## config.mk

```make
export PLATFORM = sky130hd
export DESIGN_NAME = mem_bus_arbiter
export DESIGN_NICKNAME = d
export VERILOG_FILES = /design/src/rtl/mem_bus_pkg.sv /design/src/rtl/rr_priority_pick.sv /design/src/rtl/mem_bus_arbiter.sv
export SDC_FILE = /design/constraint.sdc
export NUM_CORES = 1
export LEC_CHECK = 0
export ABC_AREA = 1
export ABC_CLOCK_PERIOD_IN_PS = 2150
export BUFFER_PORTS_ARGS = -buffer_cell sky130_fd_sc_hd__buf_4
export CORE_AREA = 2 2 109 111
export DETAILED_ROUTE_END_ITERATION = 16
export DIE_AREA = 0 0 111 113
export HOLD_SLACK_MARGIN = 0.1
export MAX_ROUTING_LAYER = met4
export PLACE_DENSITY_LB_ADDON = 0.25
export SETUP_SLACK_MARGIN = 0.2
export SLEW_MARGIN = 20
export SYNTH_ARGS = -nofsm -noshare
export SYNTH_HDL_FRONTEND = slang
export SYNTH_SLANG_ARGS = --single-unit
```

## constraint.sdc

```tcl
create_clock -name clk -period 2.15 [get_ports clk]
set_clock_uncertainty 0.2 [all_clocks]
set_input_delay 0.1075 -clock clk [delete_from_list [all_inputs] [get_ports clk]]
set_output_delay 0.1075 -clock clk [all_outputs]
set_load 0.05 [all_outputs]
```

## src/rtl/mem_bus_pkg.sv

```systemverilog
// Shared definitions for the multicore memory bus: arbiter FSM encoding,
// bus widths and the MMIO base addresses decoded by the slaves.
package mem_bus_pkg;

  typedef enum logic {
    IDLE = 1'b0,
    BUSY = 1'b1
  } state_e;

  localparam int ADDR_W = 32;
  localparam int DATA_W = 32;
  localparam int STRB_W = 4;

  localparam logic [ADDR_W-1:0] LED_BASE  = 32'h1000_0000;
  localparam logic [ADDR_W-1:0] UART_BASE = 32'h2000_0000;

endpackage

```

## src/rtl/rr_priority_pick.sv

```systemverilog
// Combinational round-robin picker: first set request bit scanning upward
// from last_grant+1, wrapping modulo N. The previous winner is checked last.
module rr_priority_pick #(
  parameter int N  = 2,
  parameter int GW = (N > 1) ? $clog2(N) : 1
) (
  input  logic [N-1:0]  req,
  input  logic [GW-1:0] last_grant,
  output logic [GW-1:0] winner,
  output logic          any_req
);

  logic [GW-1:0] idx_s;

  // Scan from farthest to nearest so the nearest requester overwrites the rest
  always_comb begin
    winner  = {GW{1'b0}};
    idx_s   = {GW{1'b0}};
    any_req = |req;
    for (int i = N; i >= 1; i--) begin
      idx_s = GW'((int'(last_grant) + i) % N);
      if (req[idx_s]) begin
        winner = idx_s;
      end else begin
        winner = winner;
      end
    end
  end

endmodule

```

## src/rtl/mem_bus_arbiter.sv

```systemverilog
// Round-robin arbiter sharing one slave bus between NUM_MASTERS picorv32 cores.
// Define MEM_BUS_ARBITER_TIMEOUT_EN to build the slave-response watchdog (s_err).
module mem_bus_arbiter
  import mem_bus_pkg::*;
#(
  parameter int NUM_MASTERS = 2,
  parameter int GRANT_W     = $clog2(NUM_MASTERS),
  parameter int TIMEOUT     = 255
) (
  input  logic                          clk,
  input  logic                          resetn,
  input  logic [NUM_MASTERS-1:0]        m_valid,
  input  logic [ADDR_W*NUM_MASTERS-1:0] m_addr,
  input  logic [DATA_W*NUM_MASTERS-1:0] m_wdata,
  input  logic [STRB_W*NUM_MASTERS-1:0] m_wstrb,
  output logic [NUM_MASTERS-1:0]        m_ready,
  output logic [DATA_W-1:0]             m_rdata,
  output logic                          s_valid,
  output logic [ADDR_W-1:0]             s_addr,
  output logic [DATA_W-1:0]             s_wdata,
  output logic [STRB_W-1:0]             s_wstrb,
  output logic [GRANT_W-1:0]            s_id,
  input  logic                          s_ready,
  input  logic [DATA_W-1:0]             s_rdata,
  output logic                          s_err
);

  state_e               state_q, state_d;
  logic [GRANT_W-1:0]   grant_q, grant_d;
  logic [GRANT_W-1:0]   last_grant_q, last_grant_d;
  logic [GRANT_W-1:0]   pick_s;
  logic                 any_req_s;
  logic                 tmo_hit_s;
  logic                 done_s;

  logic [ADDR_W-1:0]    addr_arr_s  [NUM_MASTERS];
  logic [DATA_W-1:0]    wdata_arr_s [NUM_MASTERS];
  logic [STRB_W-1:0]    wstrb_arr_s [NUM_MASTERS];

  for (genvar g = 0; g < NUM_MASTERS; g++) begin : g_unpack
    assign addr_arr_s[g]  = m_addr[g*ADDR_W +: ADDR_W];
    assign wdata_arr_s[g] = m_wdata[g*DATA_W +: DATA_W];
    assign wstrb_arr_s[g] = m_wstrb[g*STRB_W +: STRB_W];
  end

  rr_priority_pick #(
    .N  (NUM_MASTERS),
    .GW (GRANT_W)
  ) u_pick (
    .req        (m_valid),
    .last_grant (last_grant_q),
    .winner     (pick_s),
    .any_req    (any_req_s)
  );

`ifdef MEM_BUS_ARBITER_TIMEOUT_EN
  localparam int CNT_W = ($clog2(TIMEOUT + 1) > 8) ? $clog2(TIMEOUT + 1) : 8;

  logic [CNT_W-1:0] tmo_cnt_q, tmo_cnt_d;

  // Watchdog count: held at zero outside BUSY, so it starts from zero on entry
  always_comb begin
    tmo_cnt_d = tmo_cnt_q;
    if (state_q != BUSY) begin
      tmo_cnt_d = {CNT_W{1'b0}};
    end else if (!s_ready) begin
      tmo_cnt_d = tmo_cnt_q + CNT_W'(1);
    end else begin
      tmo_cnt_d = {CNT_W{1'b0}};
    end
  end

  // Watchdog counter register
  always_ff @(posedge clk) begin
    if (!resetn) begin
      tmo_cnt_q <= {CNT_W{1'b0}};
    end else begin
      tmo_cnt_q <= tmo_cnt_d;
    end
  end

  // A real s_ready in the expiry cycle wins, so it is treated as a normal completion
  assign tmo_hit_s = (state_q == BUSY) && !s_ready && (tmo_cnt_q == CNT_W'(TIMEOUT));
`else
  assign tmo_hit_s = 1'b0;
`endif

  assign done_s = (state_q == BUSY) && (s_ready || tmo_hit_s);

  // State register
  always_ff @(posedge clk) begin
    if (!resetn) begin
      state_q      <= IDLE;
      grant_q      <= {GRANT_W{1'b0}};
      last_grant_q <= GRANT_W'(NUM_MASTERS - 1);
    end else begin
      state_q      <= state_d;
      grant_q      <= grant_d;
      last_grant_q <= last_grant_d;
    end
  end

  // Next state: completion beats abort; an abort leaves the rotation untouched
  always_comb begin
    state_d      = state_q;
    grant_d      = grant_q;
    last_grant_d = last_grant_q;
    case (state_q)
      IDLE: begin
        if (any_req_s) begin
          grant_d = pick_s;
          state_d = BUSY;
        end else begin
          state_d = IDLE;
        end
      end
      BUSY: begin
        if (done_s) begin
          last_grant_d = grant_q;
          state_d      = IDLE;
        end else if (!m_valid[grant_q]) begin
          state_d = IDLE;
        end else begin
          state_d = BUSY;
        end
      end
      default: begin
        state_d = IDLE;
      end
    endcase
  end

  // Outputs: slave-side fields always follow the granted master
  always_comb begin
    s_valid = 1'b0;
    m_ready = {NUM_MASTERS{1'b0}};
    m_rdata = s_rdata;
    s_err   = 1'b0;
    s_addr  = addr_arr_s[grant_q];
    s_wdata = wdata_arr_s[grant_q];
    s_wstrb = wstrb_arr_s[grant_q];
    s_id    = grant_q;
    case (state_q)
      BUSY: begin
        s_valid = m_valid[grant_q];
        if (done_s) begin
          m_ready[grant_q] = 1'b1;
        end else begin
          m_ready = {NUM_MASTERS{1'b0}};
        end
        if (tmo_hit_s) begin
          m_rdata = {DATA_W{1'b0}};
          s_err   = 1'b1;
        end else begin
          s_err   = 1'b0;
        end
      end
      IDLE: begin
        s_valid = 1'b0;
      end
      default: begin
        s_valid = 1'b0;
      end
    endcase
  end

endmodule

```

# Yosys cells after proc, flatten, opt, wreduce, memory -nomap -nowiden
# Cells that the tools add are included.
totals:
  regBits: 3
  output_inout_bits: 105
  word_cells: 43
op_classes:
  addsub: 2
  order_cmp: 5
  mux: 26
  bitwise_logic: 2
  n_reduce_logical: 5
ops:
  columns: ["operator", "count"]
  rows:
  - ["$mux 32", 6]
  - ["$mux 1", 12]
  - ["$mux 4", 3]
  - ["$lt 1x2->1 const B", 3]
  - ["$mux 2", 2]
  - ["$pmux 1 s2", 2]
  - ["$reduce_and 2->1", 2]
  - ["$add 1x1->1 const B", 2]
  - ["$ge 2x2->1 const B", 1]
  - ["$logic_and 1x1->1", 2]
  - ["$not 1->2", 1]
  - ["$reduce_or 2->1", 1]
  - ["$demux 1 s1", 1]
  - ["$ge 1x1->1 const B", 1]
  - ["$not 1->1", 1]

# Longest topological paths before layout
# Gate-level depths: netlist of the first run.
depth:
  ltp_word: 6
  depth_mapped: 6

# Hierarchy
# Synthesis of the first run repeated with hierarchy kept, for this count alone.
hier_totals:
  cells_unflattened: 277
  area_unflattened_um2: 1261.2
modules_own_cells:
  columns: ["module", "n_inst", "cells_each", "area_per_inst_um2", "seq_area_each_um2"]
  rows:
  - ["mem_bus_arbiter", 1, 274, 1246.2, 60.1]
  - ["rr_priority_pick", 1, 3, 15.0, 0.0]

# Worst setup path after synthesis of the first run
# OpenSTA, ideal clock, no wires.
synth_path:
  path_type: "register to output"
  start: "reg grant_q (netlist: s_id)"
  end: "out s_valid"
  arrival_time_ns: 1.717
  t_required_ns: 1.842
  path_slack_ns: 0.125
  path_stages_with_launch: 4
  path_cell_list: "dfxtp_1 -> buf_4 -> nand2_1 -> a21oi_1"
synth_between:
  elab_chain_cells: 3
synth_rtl:
  columns: ["item", "line", "text"]
  rows:
  - ["start, declared", "mem_bus_arbiter.sv:29", "logic [GRANT_W-1:0] grant_q, grant_d;"]
  - ["start signal, assigned", "mem_bus_arbiter.sv:94", "grant_q <= {GRANT_W{1'b0}};"]
  - ["start signal, assigned", "mem_bus_arbiter.sv:98", "grant_q <= grant_d;"]
  - ["$mux 1 (not written as such) (2 in series)", "mem_bus_arbiter.sv:145", "s_valid = m_valid[grant_q];"]
  - ["$pmux 1 s2", "mem_bus_arbiter.sv:143", "case (state_q)"]
  - ["end, declared", "mem_bus_arbiter.sv:18", "output logic s_valid,"]
# No other way between the ends. The select of a mux whose other input is x is not followed.

==> results.tsv, run 1 <==
metric	value	unit
status	complete, no violations	
setup_violations	0	
start_kind	flip-flop	
cts_num_sinks	3	
clkSlewWorstSetupHoldPaths	30	ps
wl_per_cell	10.6	µm
synthCells	276	
port_buffers	212	
dp.cells	586	
grt_pass1_vias	2196	
drc	0	
antenna_found_initial	0	
fin_crit	1820	ps
syn_nets	449	
drive_gt1_frac	0.456	
cts_made_buffers	3	
min_from	state_q	
async_reset_ff_frac	0	
crit_type	reg -> reg	
hold_viol_final	0	
ys_seq_elements	3	
reg2reg_from	s_id	
rsz0062_at_grt	no	
antenna_cells	0	
start_util	0.112	
drt_pass1_iterations	6	
yosys.area.top_type_share	0.628	
reg2reg_slack	330	ps
synth.distinct_cells	12	
grt.total_usage	0.0988	
io_pins	278	
maxCapViolCount	0	
slew-limit-headroom	0.646	
dieWidth	111	µm
drt_wl_total	6650	µm
ir_drop	0.230	mV
dieArea	12500	µm²
cts_tree	yes	
cp.required	2120	ps
hold_path.class	reg -> reg	
ys_top_cells_by_count	nand2_1 (211), buf_4 (34), buf_2 (11)	
ctsLongestPathBuffers	2	
vias_per_cell	3.72	
setup_tns	0	ps
cp_data_arrival_time	1780	ps
num_rows	39	
ant_nets	0	
first_iter_violations	59	
syn_to_final_growth	153	%
pre_cts_slack	615	ps
max_freq	550	MHz
crit_path_start	s_id	
synth_top_area_cell	nand2_1	
clkLatencyLatePin	220	ps
timing_max_transition_violations_final	0	
synth_area	1260	µm²
stdcell_count	628	
synth_most_common_cell	nand2_1	
layout_setup_ws	333	ps
worstHoldPathCells	2	
worstMarginPinSlew	529	ps
synth_area_leaders	nand2_1 (63%), buf_4 (20%), dfxtp_1 (4.8%)	
htree_levels	1	
post_cts_buffers	0	
grt.overflow.total	0	
leakagePower	0.00190	µW
synth_edf_count	0	
routabilityCongestion	0.800	
die_h	113	µm
period_share	0.845	
crit_path_max_fanout	39	
reg2reg_depth	4	
cts_root_buf	clkbuf_16	
r2r-end	last_grant_q	
timing.hold.ws	333	ps
fin_nets	659	
powerDensity	493	nW/µm²
yosysWarnings	0	
ys_seq_area_frac	0.0476	
vias	2337	
ys.flop_type	dfxtp_1	
fp.coreArea	11300	µm²
grt_start_max_net_pins	40	
hpwl	5100	µm
holdPathEnd	state_q	
syn_avg_cell_area	4.57	µm²
grt_pass1_wl	9930	µm
end_kind	flip-flop	
## state kept, by name, indices dropped and copies added, names as in the netlist
signal and count:
last_grant_q 1, state_q 1, s_id 1
## critical path, cell delays in order, from the launching register on
cell	delay, ps
dfxtp_2	350
buf_4	360
nand3_1	190
nand3_1	120
dlygate4sd3_1	540
## cells by family (layout without fill, tap and decap cells)
kind of cell,count (synthesis),after routing,synth area share
AOI/OAI and AO/OA,4,4,0.0159
buffers and inverters,52,261,0.287
and+or+nand+nor,216,216,0.647
other,1,1,0.00297
DFF,3,3,0.0476
## power breakdown
part	internal (µW)	switching (µW)	total, µW
sequential	60.9	4.08	65.0
combinational	424	787	1210
clock	245	50.7	295
total	730	841	1570
## cell type report
cell class	instances	area (µm²)
multi-input cells	221	843
fillers	1222	8090
well taps	143	179
flip-flops and latches	3	61.3
inverters	4	17.5
repair buffers	253	2010
clock buffers	4	78.8
## cells in the final DEF, fill, tap and decap left out
cell type	n
conb_1	1
clkbuf_16	3
nand3_1	4
nand2_1	211
inv_1	3
buf_4	214
a21oi_1	2
nor2_1	1
o21ai_0	1
dfxtp_1	2
dfxtp_2	1
inv_4	1
buf_12	1
a21oi_2	1
clkbuf_1	1
dlygate4sd3_1	38
## through the flow
step | utilization | instance area, µm² | power (µW)
2_1_floorplan | - | 1260 | 858
3_3_place_gp | 0.242 | 2730 | 1110
3_5_place_dp | 0.242 | 2730 | 1110
4_1_cts | 0.283 | 3190 | 1580
5_1_grt | 0.283 | 3190 | 1650
6_report | 0.283 | 3190 | 1570
## timing repair
item / 4_1_cts / 5_1_grt
setup endpoints to repair: 0 / 0
hold endpoints to repair: 35 / 0
hold buffers: 38 / 0
gates resized for setup: 0 / 0
## per-layer routing
layer  up-vias  routed length, µm  global-route usage
met3         2                611              0.0246
met2       144               3650               0.193
met5         -                  0                   -
met4         0                 59              0.0325
li1       1200                  -                   -
met1       991               2330              0.0949
## how the worst max path moves through the flow
stage                    to  slack [ps]
2_1_floorplan    m_ready[0]         310
3_3_place_gp        s_valid         620
3_5_place_dp        s_valid         620
4_1_cts        last_grant_q         320
5_1_grt        last_grant_q         200
6_report       last_grant_q         330
(Power assumes the default switching activity.)
==> run 2: changes to the inputs <==
ABC_CLOCK_PERIOD_IN_PS = 1900   (was 2150)
CORE_AREA = 2 2 107 109   (was 2 2 109 111)
DIE_AREA = 0 0 109 111   (was 0 0 111 113)
clock period = 1.9 ns   (was 2.15 ns; I/O delays follow)
==> results.tsv, run 2 (synthesis results as in run 1) <==
metric	value	unit	change
status	complete, no violations		unchanged
clkLatencyLatePin	220	ps	about the same
timing.hold.ws	276	ps	was 333 ps
leakagePower	0.00193	µW	was 0.00190 µW
layout_setup_ws	319	ps	was 333 ps
cp_data_arrival_time	1290	ps	was 1780 ps
fp.coreArea	11100	µm²	was 11300 µm²
max_freq	633	MHz	
drc	0		unchanged
crit_buf_inv	3		was 2
clkSlewWorstSetupHoldPaths	30	ps	about the same
end_kind	output pin		was flip-flop
setup_tns	0	ps	unchanged
p_total	1810	µW	was 1570 µW
pre_cts_slack	424	ps	was 615 ps
hold_path.class	reg -> reg		unchanged
dieArea	12100	µm²	was 12500 µm²
drt_pass1_iterations	4		was 6
grt_pass1_vias	2184		was 2196
cp_slowest_cell	dfxtp_4		was dlygate4sd3_1
first_iter_violations	54		was 59
dieWidth	109	µm	was 111 µm
slew-limit-headroom	0.648		was 0.646
grt_pass1_wl	8960	µm	was 9930 µm
drive_gt1_frac	0.466		was 0.456
cts_made_buffers	3		unchanged
timing_max_transition_violations_final	0		unchanged
start_util	0.114		was 0.112
htree_levels	1		unchanged
grt.total_usage	0.0919		was 0.0988
grt_start_max_net_pins	74		was 40
crit_path_max_fanout	28		was 39
syn_to_final_growth	159	%	was 153%
ctsLongestPathBuffers	2		unchanged
ir_drop	0.317	mV	was 0.230 mV
fin_nets	661		was 659
worstMarginPinSlew	526	ps	was 529 ps
num_rows	39		unchanged
vias	2379		was 2337
rsz0062_at_grt	no		unchanged
cp_slowest_stage_delay	430	ps	was 540 ps
cpMostUsedCell	nand2_1		was nand3_1
cpLargestDelayFamily	buffers and inverters		unchanged
final_cell_mix	buf_4 (213), nand2_1 (211), dlygate4sd3_1 (36), clkbuf_16 (5), nand3_1 (4)		was buf_4 (214), nand2_1 (211), dlygate4sd3_1 (38), nand3_1 (4)
hpwl	4750	µm	was 5100 µm
period_share	0.832		
cts_root_buf	clkbuf_16		unchanged
powerDensity	553	nW/µm²	was 493 nW/µm²
ant_nets	0		unchanged
crit_type	reg -> out		was reg -> reg
wl_per_cell	11.2	µm	was 10.6 µm
die_h	111	µm	was 113 µm
path_cells	clkinv_8 -> buf_12 -> nand2_1 -> nand2_1 -> buf_4		was buf_4 -> nand3_1 -> nand3_1 -> dlygate4sd3_1
antenna_found_initial	0		unchanged
cts_tree	yes		unchanged
grt.overflow.total	0		unchanged
io_pins	278		unchanged
hold_viol_final	0		unchanged
cp.required	1600	ps	was 2120 ps
place_area	2740	µm²	was 2730 µm²
start_kind	flip-flop		unchanged
final_common_cell	buf_4		unchanged
cts_num_sinks	3		unchanged
setup_violations	0		unchanged
maxCapViolCount	0		unchanged
port_buffers	212		unchanged
vias_per_cell	3.78		was 3.72
drt_wl_total	7060	µm	was 6650 µm
fin_crit	1580	ps	
antenna_cells	0		unchanged
final_cell_area	3270	µm²	was 3190 µm²
routabilityCongestion	0.760		was 0.800
## run 2: cell type report
type / count / area, µm²
Timing Repair inverter: 1 / 8.76
Tap cell: 143 / 179
Inverter: 4 / 27.5
Sequential cell: 3 / 63.8
Multi-Input combinational cell: 221 / 850
Clock buffer: 4 / 78.8
Fill cell: 1213 / 7810
Timing Repair Buffer: 254 / 2060
## run 2: stage by stage
stage                util  instances
floorplan               -        276
global placement    0.248        586
detailed placement  0.248        586
CTS                 0.288        627
global route        0.295        630
finish              0.295        630
## run 2: layer usage
layer,GRT usage,up-vias,part of all wire
met5,-,-,0
li1,-,1208,-
met1,0.0829,1029,0.35
met2,0.194,138,0.56
met4,0.0179,0,0.0040
met3,0.0123,4,0.083
## run 2: final timing paths
path | cells after the start | slack (ps) | end | start
max | 5 | 320 | s_addr[3] | s_id
min | 2 | 280 | last_grant_q | last_grant_q
max reg2reg | 5 | 660 | state_q | s_id
min reg2reg | 2 | 280 | last_grant_q | last_grant_q
## run 2: what timing repair did
item,4_1_cts,5_1_grt
hold buffers,37,0
gates cloned,0,3
setup endpoints to repair,6,46
endpoints found under the hold margin,35,0
resized for setup,0,6
pin swaps,0,0
buffers inserted,0,1
## run 2: worst min-delay path: cells and delay by family (launching register included)
| kind | cells | cell delay, ps |
|---|---|---|
| flip-flops | 1 | 330 |
| AND/OR/NAND/NOR | 2 | 120 |
## run 2: where the power goes
group	internal, µW	switching [µW]	total, µW
registers	68.4	8.88	77.3
clock network	277	57.5	334
logic	497	900	1400
total	842	966	1810
==> run 3: changes to the inputs <==
ABC_AREA = 0   (was 1)
ABC_CLOCK_PERIOD_IN_PS = 1500   (was 1900)
CORE_AREA = 2 2 106 108   (was 2 2 107 109)
DIE_AREA = 0 0 108 110   (was 0 0 109 111)
clock period = 1.5 ns   (was 1.9 ns; I/O delays follow)
==> results.tsv, run 3 <==
metric	value	unit	change
status	finished, violations left		was complete, no violations
violations	setup timing		
synth_area	1250	µm²	was 1260 µm²
cts_root_buf	clkbuf_8		was clkbuf_16
grt_pass1_vias	1740		was 2184
stdcell_count	484		was 630
final_common_cell	buf_4		unchanged
start_kind	flip-flop		unchanged
ctsLongestPathBuffers	2		unchanged
end_kind	output pin		unchanged
synth.distinct_cells	17		was 12
syn_nets	301		was 449
htree_levels	1		unchanged
synth_top_area_cell	mux2_2		was nand2_1
post_cts_buffers	0		unchanged
fin_nets	518		was 661
clkLatencyLatePin	210	ps	was 220 ps
synthCells	128		was 276
clkSlewWorstSetupHoldPaths	30	ps	about the same
pwr-share-comb	0.852		was 0.772
p_int	1130	µW	was 842 µW
antenna_found_initial	0		unchanged
grt_start_max_net_pins	25		was 74
met1_length	1650	µm	was 2490 µm
period_share	1.07		
cts_num_sinks	3		unchanged
grt_pass1_wl	8030	µm	was 8960 µm
syn_to_final_growth	190	%	was 159%
crit_type	reg -> out		unchanged
antenna_cells	0		unchanged
ir_drop	0.223	mV	was 0.317 mV
setup_violations	69		was 0
first_iter_violations	77		was 54
ys.flop_type	dfxtp_1		unchanged
drive_gt1_frac	0.852		was 0.466
cp_data_arrival_time	1330	ps	was 1290 ps
dieArea	11900	µm²	was 12100 µm²
drt_pass1_iterations	4		unchanged
max_freq	622	MHz	
grt.overflow.total	0		unchanged
synth_most_common_cell	mux2_2		was nand2_1
port_buffers	212		unchanged
dp.cells	444		was 586
worstMarginPinSlew	514	ps	was 526 ps
hold_viol_final	0		unchanged
cp_slowest_cell	dfxtp_4		unchanged
clock_power_share	0.105		was 0.185
ys_seq_area_frac	0.0480		was 0.0476
synth_area_leaders	mux2_2 (61%), buf_4 (20%), buf_6 (7.2%)		was nand2_1 (63%), buf_4 (20%), dfxtp_1 (4.8%)
crit_path_max_fanout	24		was 28
ys_seq_elements	3		unchanged
yosysWarnings	0		unchanged
ys_top_cells_by_count	mux2_2 (68), buf_4 (33), buf_6 (8)		was nand2_1 (211), buf_4 (34), buf_2 (11)
timing.hold.ws	157	ps	was 276 ps
highest_layer	met4		unchanged
final_cell_mix	buf_4 (165), mux2_4 (68), buf_6 (49), dlygate4sd3_1 (35)		was buf_4 (213), nand2_1 (211), dlygate4sd3_1 (36), clkbuf_16 (5), nand3_1 (4)
io_pins	278		unchanged
fp.coreArea	10700	µm²	was 11100 µm²
swShare	0.497		was 0.534
wl_per_cell	12.5	µm	was 11.2 µm
rsz0062_at_grt	yes		was no
powerDensity	618	nW/µm²	was 553 nW/µm²
ant_nets	0		unchanged
dieWidth	108	µm	was 109 µm
wl_met2	3510	µm	was 3950 µm
grt.total_usage	0.0858		was 0.0919
vias_per_cell	3.79		was 3.78
cts_tree	yes		unchanged
cp_slowest_stage_delay	390	ps	was 430 ps
power_switching	1110	µW	was 966 µW
drc	0		unchanged
slew-limit-headroom	0.656		was 0.648
layout_setup_ws	-108	ps	was 319 ps
yosys.area.top_type_share	0.613		was 0.628
pwr-share-seq	0.043		about the same
leakagePower	0.00186	µW	was 0.00193 µW
fillers	1087		was 1213
vias	1836		was 2379
wl_met3	860	µm	was 584 µm
cp.required	1220	ps	was 1600 ps
syn_avg_cell_area	9.77	µm²	was 4.57 µm²
timing_max_transition_violations_final	0		unchanged
die_h	110	µm	was 111 µm
maxCapViolCount	0		unchanged
synth_edf_count	0		unchanged
async_reset_ff_frac	0		unchanged
routabilityCongestion	0.720		was 0.760
hpwl	4780	µm	was 4750 µm
fin_crit	1610	ps	
path_cells	buf_12 -> mux2_4 -> buf_6		was clkinv_8 -> buf_12 -> nand2_1 -> nand2_1 -> buf_4
start_util	0.117		was 0.114
cts_made_buffers	3		unchanged
drt_wl_total	6040	µm	was 7060 µm
hold_path.class	in -> reg		was reg -> reg
pre_cts_slack	90.9	ps	was 424 ps
num_rows	38		was 39
==> run 3: what timing repair did <==
item                       4_1_cts  5_1_grt
hold endpoints to repair        35        0
hold buffers                    36        0
setup endpoints to repair       73       73
resized for setup               50        2
==> run 3: final cells by class <==
class | count | area (µm²) | share of cell area
Timing Repair Buffer | 253 | 2210 | 0.609
Multi-Input combinational cell | 83 | 1130 | 0.311
Tap cell | 140 | 175 | 0.0483
Sequential cell | 3 | 63.8 | 0.0176
Clock buffer | 4 | 45.0 | 0.0124
Inverter | 1 | 3.75 | 0.00104
==> run 3: power groups by stage <==
stage,Clock [µW],Combinational [µW],Sequential [µW]
after floorplan,0,1270,99.4
after global placement,0,1570,96.2
after detailed placement,0,1580,96.1
after CTS,244,1920,96.0
after global routing,258,1980,97.3
final,235,1910,95.9
==> run 3: final timing paths <==
kind | start | end | slack [ps] | cells after the start
hold reg to reg | last_grant_q | last_grant_q | 250 | 2
hold / removal | m_valid[0] | state_q | 160 | 4
setup reg to reg | s_id | state_q | 70 | 4
setup / recovery | s_id | s_wstrb[2] | -110 | 3
==> run 3: logic make-up after synthesis <==
logic type,share of synthesized area
AOI/OAI and AO/OA,0.0190
buffers and inverters,0.273
DFF,0.0480
muxes,0.621
other,0.00300
and+or+nand+nor,0.0360
==> run 3: through the flow <==
step / power [µW] / TNS, ps / cell area [µm²] / utilization
3_5_place_dp: 1680 / 0 / 3020 / 0.283
5_1_grt: 2340 / -9330 / 3620 / 0.339
6_report: 2240 / -6040 / 3620 / 0.339
4_1_cts: 2260 / -6670 / 3620 / 0.338
2_1_floorplan: 1370 / 0 / 1570 / -
3_3_place_gp: 1670 / 0 / 3020 / 0.283
==> run 3: critical path, delay by kind of cell, from the launching register on <==
| family | cells | cell delay [ps] |
|---|---|---|
| flops | 1 | 390 |
| buf+inv | 2 | 360 |
| mux | 1 | 330 |
==> run 3: layer usage <==
| layer | vias up | global-route usage |
|---|---|---|
| met5 | - | - |
| met4 | 0 | 0.00824 |
| met3 | 2 | 0.0300 |
| met2 | 155 | 0.182 |
| met1 | 830 | 0.0733 |
| li1 | 849 | - |
